[config.mk]
export PLATFORM = sky130hd
export DESIGN_NAME = reg_bank_access_ctrl
export DESIGN_NICKNAME = d
export VERILOG_FILES = /design/src/rtl/reg_bank_pkg.sv /design/src/rtl/rr_arbiter.sv /design/src/rtl/reg_bank_access_ctrl.sv
export SDC_FILE = /design/constraint.sdc
export NUM_CORES = 1
export LEC_CHECK = 0
export BUFFER_PORTS_ARGS = -buffer_cell sky130_fd_sc_hd__buf_4
export CAP_MARGIN = 0
export CELL_PAD_IN_SITES_DETAIL_PLACEMENT = 2
export CELL_PAD_IN_SITES_GLOBAL_PLACEMENT = 2
export CORE_MARGIN = 3
export CORE_UTILIZATION = 31
export CTS_CLUSTER_SIZE = 28
export DETAILED_ROUTE_END_ITERATION = 8
export GPL_ROUTABILITY_DRIVEN = 1
export PLACE_DENSITY_LB_ADDON = 0.1
export SKIP_LAST_GASP = 1
export SLEW_MARGIN = 20
export SYNTH_ARGS = -nofsm -noshare
export SYNTH_HDL_FRONTEND = slang
export SYNTH_HIERARCHICAL = 1
export SYNTH_SLANG_ARGS = --single-unit
[constraint.sdc]
create_clock -name Clock -period 10.4 [get_ports Clock]
set_input_delay 0.52 -clock Clock [delete_from_list [all_inputs] [get_ports Clock]]
set_output_delay 0.52 -clock Clock [all_outputs]
set_load 0.01 [all_outputs]
[src/rtl/reg_bank_pkg.sv]
// reg_bank_pkg: op and FSM state encodings shared by the register bank access controller
package reg_bank_pkg;
    typedef enum logic [1:0] {
        OP_RD  = 2'b00,
        OP_WR  = 2'b01,
        OP_CLR = 2'b10,
        OP_PRE = 2'b11
    } op_e;
    typedef enum logic [1:0] {
        S_IDLE = 2'b00,
        S_ARB  = 2'b01,
        S_EXEC = 2'b10,
        S_DONE = 2'b11
    } state_e;
endpackage

[src/rtl/rr_arbiter.sv]
// rr_arbiter: combinational round-robin pick of the first request at or after ptr, wrapping
module rr_arbiter #(
    parameter int NrOfReq = 4,
    parameter int IdxBits = (NrOfReq > 1) ? $clog2(NrOfReq) : 1
) (
    input  logic [NrOfReq-1:0] req,
    input  logic [IdxBits-1:0] ptr,
    output logic [NrOfReq-1:0] gnt,
    output logic [IdxBits-1:0] idx,
    output logic               any_req
);
    logic [IdxBits-1:0] k;
    logic               found;
    assign any_req = |req;
    always_comb begin
        gnt   = '0;
        idx   = '0;
        k     = '0;
        found = 1'b0;
        for (int i = 0; i < NrOfReq; i++) begin
            k = IdxBits'((int'(ptr) + i) % NrOfReq);
            if (!found && req[k]) begin
                found  = 1'b1;
                gnt[k] = 1'b1;
                idx    = k;
            end
        end
    end
endmodule

[src/rtl/reg_bank_access_ctrl.sv]
// reg_bank_access_ctrl: round-robin sequencer issuing read/write/clear/preset ops to a register bank
module reg_bank_access_ctrl
    import reg_bank_pkg::*;
#(
    parameter int NrOfReq  = 4,
    parameter int NrOfRegs = 8,
    parameter int AddrBits = 3,
    parameter int NrOfBits = 8
) (
    input  logic                        Clock,
    input  logic                        Reset,
    input  logic                        Tick,
    input  logic [NrOfReq-1:0]          req,
    input  logic [2*NrOfReq-1:0]        op,
    input  logic [AddrBits*NrOfReq-1:0] addr,
    input  logic [NrOfBits*NrOfReq-1:0] wdata,
    output logic [NrOfReq-1:0]          gnt,
    output logic                        done,
    output logic                        err,
    output logic [NrOfBits-1:0]         rdata,
    output logic [NrOfRegs-1:0]         reg_cs,
    output logic [NrOfRegs-1:0]         reg_ce,
    output logic [NrOfRegs-1:0]         reg_clr,
    output logic [NrOfRegs-1:0]         reg_pre,
    output logic [NrOfBits-1:0]         reg_d,
    input  logic [NrOfBits-1:0]         bus_q
);
    localparam int IdxBits = (NrOfReq > 1) ? $clog2(NrOfReq) : 1;

    state_e                state, state_nx;
    op_e                   op_q, sel_op;
    logic                  bad_q, sel_bad, any_req, launch, finish;
    logic [IdxBits-1:0]    ptr, idx_q, arb_idx;
    logic [NrOfReq-1:0]    arb_gnt;
    logic [AddrBits-1:0]   sel_addr;
    logic [NrOfBits-1:0]   sel_wdata;
    logic [NrOfRegs-1:0]   dec;

    rr_arbiter #(.NrOfReq(NrOfReq), .IdxBits(IdxBits)) u_arb (
        .req     (req),
        .ptr     (ptr),
        .gnt     (arb_gnt),
        .idx     (arb_idx),
        .any_req (any_req)
    );

    assign sel_op    = op_e'(op[int'(arb_idx)*2 +: 2]);
    assign sel_addr  = addr[int'(arb_idx)*AddrBits +: AddrBits];
    assign sel_wdata = wdata[int'(arb_idx)*NrOfBits +: NrOfBits];
    assign sel_bad   = 32'(sel_addr) >= NrOfRegs;
    // strobes are decoded from the live winner so they appear on the flop outputs in the first EXEC cycle
    assign dec       = sel_bad ? '0 : NrOfRegs'(1) << sel_addr;
    assign launch    = (state == S_ARB) && any_req;
    assign finish    = (state == S_EXEC) && (state_nx == S_DONE);

    always_comb begin
        state_nx = state;
        case (state)
            S_IDLE:  state_nx = |req ? S_ARB : S_IDLE;
            S_ARB:   state_nx = any_req ? S_EXEC : S_IDLE;
            S_EXEC:  state_nx = (bad_q || op_q != OP_WR || Tick) ? S_DONE : S_EXEC;
            default: state_nx = S_IDLE;
        endcase
    end

    always_ff @(posedge Clock) begin
        if (Reset) begin
            state   <= S_IDLE;
            op_q    <= OP_RD;
            bad_q   <= 1'b0;
            idx_q   <= '0;
            ptr     <= '0;
            gnt     <= '0;
            done    <= 1'b0;
            err     <= 1'b0;
            rdata   <= '0;
            reg_cs  <= '1;
            reg_ce  <= '0;
            reg_clr <= '0;
            reg_pre <= '0;
            reg_d   <= '0;
        end else begin
            state <= state_nx;
            done  <= state_nx == S_DONE;
            err   <= (state_nx == S_DONE) && bad_q;
            if (launch) begin
                gnt     <= arb_gnt;
                idx_q   <= arb_idx;
                op_q    <= sel_op;
                bad_q   <= sel_bad;
                reg_cs  <= (sel_op == OP_RD)  ? ~dec : '1;
                reg_ce  <= (sel_op == OP_WR)  ? dec : '0;
                reg_clr <= (sel_op == OP_CLR) ? dec : '0;
                reg_pre <= (sel_op == OP_PRE) ? dec : '0;
                if (sel_op == OP_WR && !sel_bad) reg_d <= sel_wdata;
            end
            if (finish) begin
                reg_cs  <= '1;
                reg_ce  <= '0;
                reg_clr <= '0;
                reg_pre <= '0;
                if (op_q == OP_RD && !bad_q) rdata <= bus_q;
            end
            if (state == S_DONE) begin
                gnt <= '0;
                ptr <= (32'(idx_q) == NrOfReq - 1) ? '0 : idx_q + IdxBits'(1);
            end
        end
    end
endmodule

[Yosys cells after proc, flatten, opt, wreduce, memory -nomap -nowiden]
Index checks and enable logic that the tools add are counted.
Operators by class
  $add $sub $neg: 4
  multipliers: 1
  div/mod/pow operators: 0
  magnitude comparators: 8
  eq/ne operators: 9
  shifts and indexed selects: 4
  muxes and demuxes: 36
  bitwise operators: 4
  reductions and logical operators: 21
Operators by type and width (number)
  two-way mux 8 bit: 4
  indexed part select 32 x 6 -> 8 bit: 1
  two-way mux 4 bit: 4
  two-way mux 1 bit: 13
  == test 2 bit, second input constant: 6
  < comparator 2 x 3 -> 1 bit, second input constant: 4
  two-way mux 2 bit: 6
  OR 4 bit: 3
  indexed part select 12 x 5 -> 3 bit: 1
  logical AND 1 bit: 9
  binary-select mux 1 bit (select 2 bit): 4
  demux 1 bit (select 2 bit): 4
  greater-or-equal comparator 2 x 1 -> 1 bit, second input constant: 4
  inverter 8 bit: 1
  indexed part select 8 x 4 -> 2 bit: 1
  << shifter 1 x 3 -> 8 bit, first input constant: 1
  zero test 2 bit: 3
  one-hot mux 2 bit (3 select lines): 1
  adder 2 x 1 -> 2 bit, second input constant: 2
  adder 2 bit, second input constant: 2
  == test 2 x 1 -> 1 bit, second input constant: 2
  multiplier 2 x 2 -> 4 bit, second input constant: 1
  AND reduction 2 bit: 2
  OR reduction 2 bit: 2
  other kinds (4): 6
Storage, ports and cells
  register bits after elaboration: 61
  latch bits: 0
  memory bits (writable): 0
  bits in read-only memories: 0
  input port bits: 67
  output and inout bits: 54
  memories: 0

[Longest topological paths before layout]
  depth after elaboration: 17
  depth in mapped cells: 12

[By module]
Netlist, hierarchy kept.
By module, submodules not included
  reg_bank_access_ctrl: times used 1, cells each 254, area each 2638.8 um2, seq. area each 1221.2 um2
  rr_arbiter: times used 1, cells each 49, area each 411.6 um2, seq. area each 0.0 um2

[Least setup slack after synthesis]
No wires, ideal clock.
  kind: register to register
  start point: reg ptr[0]
  end point: reg reg_cs[2]
  data arrival time: 3.494 ns
  data required time: 10.278 ns
  slack: 6.784 ns
  stages on the path, launching flop included: 13
  buffers on the path: 3
  clock period less this slack: 3.616 ns
  cells stage by stage: dfxtp_1 buf_2 inv_1 ha_1 mux4_2 nor2b_1 o21ai_0 o31ai_1 buf_6 buf_12 mux4_2 or3b_4 o32a_1
Between the ends
  cells in the longest elaborated chain, start to end: 17
Ends and longest elaborated chain
  start: declaration: line reg_bank_access_ctrl.sv:33  | logic [IdxBits-1:0] ptr, idx_q, arb_idx;
  start signal: assignment: line reg_bank_access_ctrl.sv:106  | ptr <= (32'(idx_q) == NrOfReq - 1) ? '0 : idx_q + IdxBits'(1);
  parallel branches: the longest is 11 deep, another holds adder 2 x 1 -> 2 bit
  two-way mux 2 bit (*): line rr_arbiter.sv:22  | if (!found && req[k]) begin
  net arb_idx[0]: line reg_bank_access_ctrl.sv:33
  multiplier 2 x 2 -> 4 bit: line reg_bank_access_ctrl.sv:48  | assign sel_addr = addr[int'(arb_idx)*AddrBits +: AddrBits];
  indexed part select 12 x 5 -> 3 bit: line reg_bank_access_ctrl.sv:48
  << shifter 1 x 3 -> 8 bit: line reg_bank_access_ctrl.sv:52  | assign dec = sel_bad ? '0 : NrOfRegs'(1) << sel_addr;
  inverter 8 bit: line reg_bank_access_ctrl.sv:91  | reg_cs <= (sel_op == OP_RD) ? ~dec : '1;
  two-way mux 8 bit (*): line reg_bank_access_ctrl.sv:91
  end signal: assignment: line reg_bank_access_ctrl.sv:91
  end: declaration: line reg_bank_access_ctrl.sv:21  | output logic [NrOfRegs-1:0] reg_cs,
Mark *: on every way through the listed nets, which the timed path passes. The select of a mux whose other input is x is not followed.
A chain may end at the register's enable or synchronous reset.

[Final worst setup path]
  start point: reg ptr[0]
  end point: reg reg_cs[1]
The elaborated chain is that of the path after synthesis.

==> key figures <==
Global route
  • Largest net degree at the start of global routing: 33
  • Vias in the first global route: 3130
  • All-Layer GR Usage: a little under a fifth
  • First-pass GRT wire length: about 17000 µm
  • Initial antenna violation count: 0
  • Total grt overflow: 0

Synthesis
  • Syn avg cell area: 10.07 µm²
  • Mapped Cells: between 300 and 400
  • Seq/Total Area, Yosys: 40.03%
  • Syn_nets: 376
  • Synthesized area: 3050 µm²
  • #FFs+latches synth: 61
  • Synth cell types: between 40 and 50
  • Syn. warnings: 6

STA
  • Final Cycle Share: 41.98%
  • Fmax: 229.0 MHz
  • Slew headroom: about two fifths
  • Hold Slack: 432.8 ps
  • Post-route setup TNS: 0 ps
  • Final Max Slew Viols: 0
  • Tightest Pin Transition: 909.3 ps
  • Fin crit period: 4366 ps
  • Hold Vio Cnt, Final: 0
  • Layout Skew: 10.82 ps
  • Final setup fails: 0
  • RSZ-0062 raised after global routing: no

Power
  • Clock share of power: 39.1%
  • Combinational share of power: roughly a fifth
  • Peak supply drop: 0.00006256 V
  • Total power: 618.8 µW
  • Sequential power share: roughly two fifths
  • Leak pwr: 0.001708 µW
  • Power Density: about 150 nW/µm²
  • Switching Share: 29.08%
  • NetSw: 179.9 µW
  • Int Power: around 440 µW

CTS
  • Clock Tree Buf Depth: 2
  • Clock tree root buffer cell: clkbuf_8
  • # hold bufs at CTS: 0
  • TritonCTS clock tree: built
  • Clock-pin slew on the worst setup and hold paths: 70 ps
  • Clock sinks: 61
  • Clock latency on the worst-skew pair: 340 ps
  • Postcts setup bufs: 0
  • Gates resized, CTS repair: 0
  • Total CTS buffers: 9
  • H-tree Lvls: 3

Setup path
  • Setup CP Type: register to register
  • CP arrival: 4590 ps
  • Startpoint types: register
  • CP Max Fanout: 16
  • CP Capture Type: register
  • Worst-path cell chain: inv_1 > ha_1 > mux4_2 > nor2b_1 > o21ai_0 > o31ai_4 > mux4_1 > or3b_1 > o32a_1
  • Slowest cell on crit path: mux4_1
  • CP max stage delay: 800 ps
  • CP Data Required Time: 10620 ps

Drt
  • Detail Route Antenna Nets: 0
  • DRC violations left: 0
  • DR pass1 iterations: 4
  • Vias/cell: between 5 and 6
  • DR vias: 2862
  • Drt first-iter violations: 63
  • Routed wire length: about 10000 µm
  • Avg WL per Cell: 18.69 µm

Die
  • Die area: 11070 µm²
  • Die Ht: 105.2 µm
  • Initial Utilization: ~32%
  • Ports: 121
  • Die Width: 105.2 µm
  • Core Rows: 35
  • Core Region: roughly 9400 µm²

Job
  • Max-cap viol count: 0

Final layout
  • Share of layout cells above drive strength 1: 36.28%
  • Final nets: 487
  • Ant. Diodes: 0
  • Fillers: 1021
  • Final instance area: 4242 µm²
  • Layout area overhead: 39.05%

Place
  • Placed instance area: between 4000 and 5000 µm²
  • Routability cong.: a little under 0.8
  • I/O Buffers: 119
  • Post-DP HPWL: 7606 µm

Run status
  • Status: finished clean

Hold path
  • HP Class: input port to register
==> sequential cells by signal, indices dropped and copies added (netlist names) <==
signal / cells
reg_d: 8
reg_clr: 8
idx_q: 2
ptr: 2
reg_ce: 8
rdata: 8
reg_pre: 8
gnt: 4
op_q: 2
done: 1
reg_cs: 8
state: 2
==> cell type report <==
type	count	area [µm²]	share of cell area, %
Multi-Input combinational cell	193	1624	38.29
Tap cell	129	161.4	3.805
Inverter	28	105.1	2.478
Timing Repair Buffer	121	908.4	21.42
Clock inverter	7	97.59	2.301
Clock buffer	9	123.9	2.920
Sequential cell	61	1221	28.79
==> cells by family after synthesis <==
kind of cell               synth area share, %
AOI/OAI and AO/OA                        18.46
other                                   0.1229
adders and majority gates                2.461
buffers and inverters                    7.178
muxes                                    17.27
DFF                                      40.03
and+or+nand+nor                          14.48
==> cell usage in the layout, fill, tap and decap left out, types with 2 or more instances in the layout <==
cell type and n:
a22oi_1 12, or4_1 2, mux4_2 8, and3b_1 2, dfxtp_1 61, nand2b_1 3
o21ai_0 7, nand3_1 3, mux4_1 9, o32a_1 8, bufinv_16 2, nand2_1 42
nor2_1 11, inv_6 2, inv_1 27, nand3b_1 5, ha_1 6, clkinvlp_4 2
o32ai_1 24, nor2b_1 4, or3b_4 2, mux2i_1 11, clkbuf_8 9, a211o_1 2
buf_4 121, nor3b_1 2, a21oi_1 14, o211ai_1 3
==> power by group through the flow <==
stage / combinational [µW] / clock, µW / sequential [µW]
after CTS: 130 / 249 / 249
after global routing: 141 / 257 / 251
after floorplan: 81.1 / 0 / 254
final: 128 / 242 / 249
after detailed placement: 129 / 0 / 255
after global placement: 126 / 0 / 254
==> metrics by stage <==
stage | cells | setup slack [ps] | util, %
after floorplan | 303 | 6784 | -
after global placement | 532 | 6239 | 42.70
after detailed placement | 532 | 6021 | 42.70
after CTS | 548 | 6010 | 45.05
after global routing | 548 | 5699 | 45.05
final | 548 | 6034 | 45.05
==> synthesized netlist by cell type <==
cell type / instances / area share [%]
a22oi_1: 12 / 3.0
clkbuf_1: 12 / 1.5
nor3_1: 1 / 0.16
a22o_1: 1 / 0.29
nand2b_1: 3 / 0.62
mux4_1: 9 / 7.8
or4b_2: 1 / 0.33
o211ai_1: 3 / 0.74
or4_1: 2 / 0.49
nor3b_1: 2 / 0.49
nand3b_1: 5 / 1.2
a211o_1: 2 / 0.57
nand2_1: 42 / 5.2
buf_12: 1 / 0.66
or3b_1: 1 / 0.29
nor2b_1: 4 / 0.82
o21ai_1: 1 / 0.16
o32ai_1: 24 / 6.9
o2111ai_1: 1 / 0.29
nor4b_1: 1 / 0.29
o21ai_0: 7 / 1.1
nor2_1: 11 / 1.4
o32a_1: 8 / 2.6
buf_4: 1 / 0.25
or3b_2: 1 / 0.29
nand3_1: 3 / 0.49
a21oi_1: 14 / 2.3
dfxtp_1: 61 / 40
mux2i_1: 11 / 3.6
or3b_4: 2 / 0.74
conb_1: 1 / 0.12
nor4b_4: 1 / 0.78
clkinv_1: 1 / 0.12
buf_6: 1 / 0.37
mux4_2: 8 / 5.9
inv_1: 27 / 3.3
and3b_1: 2 / 0.57
a21o_1: 1 / 0.25
or3_4: 1 / 0.37
ha_1: 6 / 2.5
buf_2: 6 / 0.98
o31ai_1: 1 / 0.25
==> critical path, delay by kind of cell, from the launching register on <==
kind                     cells  cell delay (ps)
buffers and inverters        1              160
AO/OA/AOI/OAI                3              820
flip-flops                   1              790
AND/OR/NAND/NOR              2              810
adder cells (fa/ha/maj)      1              420
multiplexers                 2             1250
==> worst paths after layout <==
check             cells past startpoint      from        end  slack, ps
setup / recovery                      9    ptr[0]  reg_cs[1]       6030
hold reg to reg                       2  reg_d[4]   reg_d[4]        460
setup reg to reg                      9    ptr[0]  reg_cs[1]       6030
hold / removal                        3  bus_q[3]   rdata[3]        430
==> routing by layer <==
metal	vias up	wire length [µm]	global-route usage, %	part of all wire [%]
met3	18	312	4.015	3.0
met4	0	295	7.123	2.9
met1	1425	4066	21.16	40
met5	-	0	0	0
met2	65	5569	35.25	54
li1	1354	-	-	-
Power figures use the tool's default switching activity.
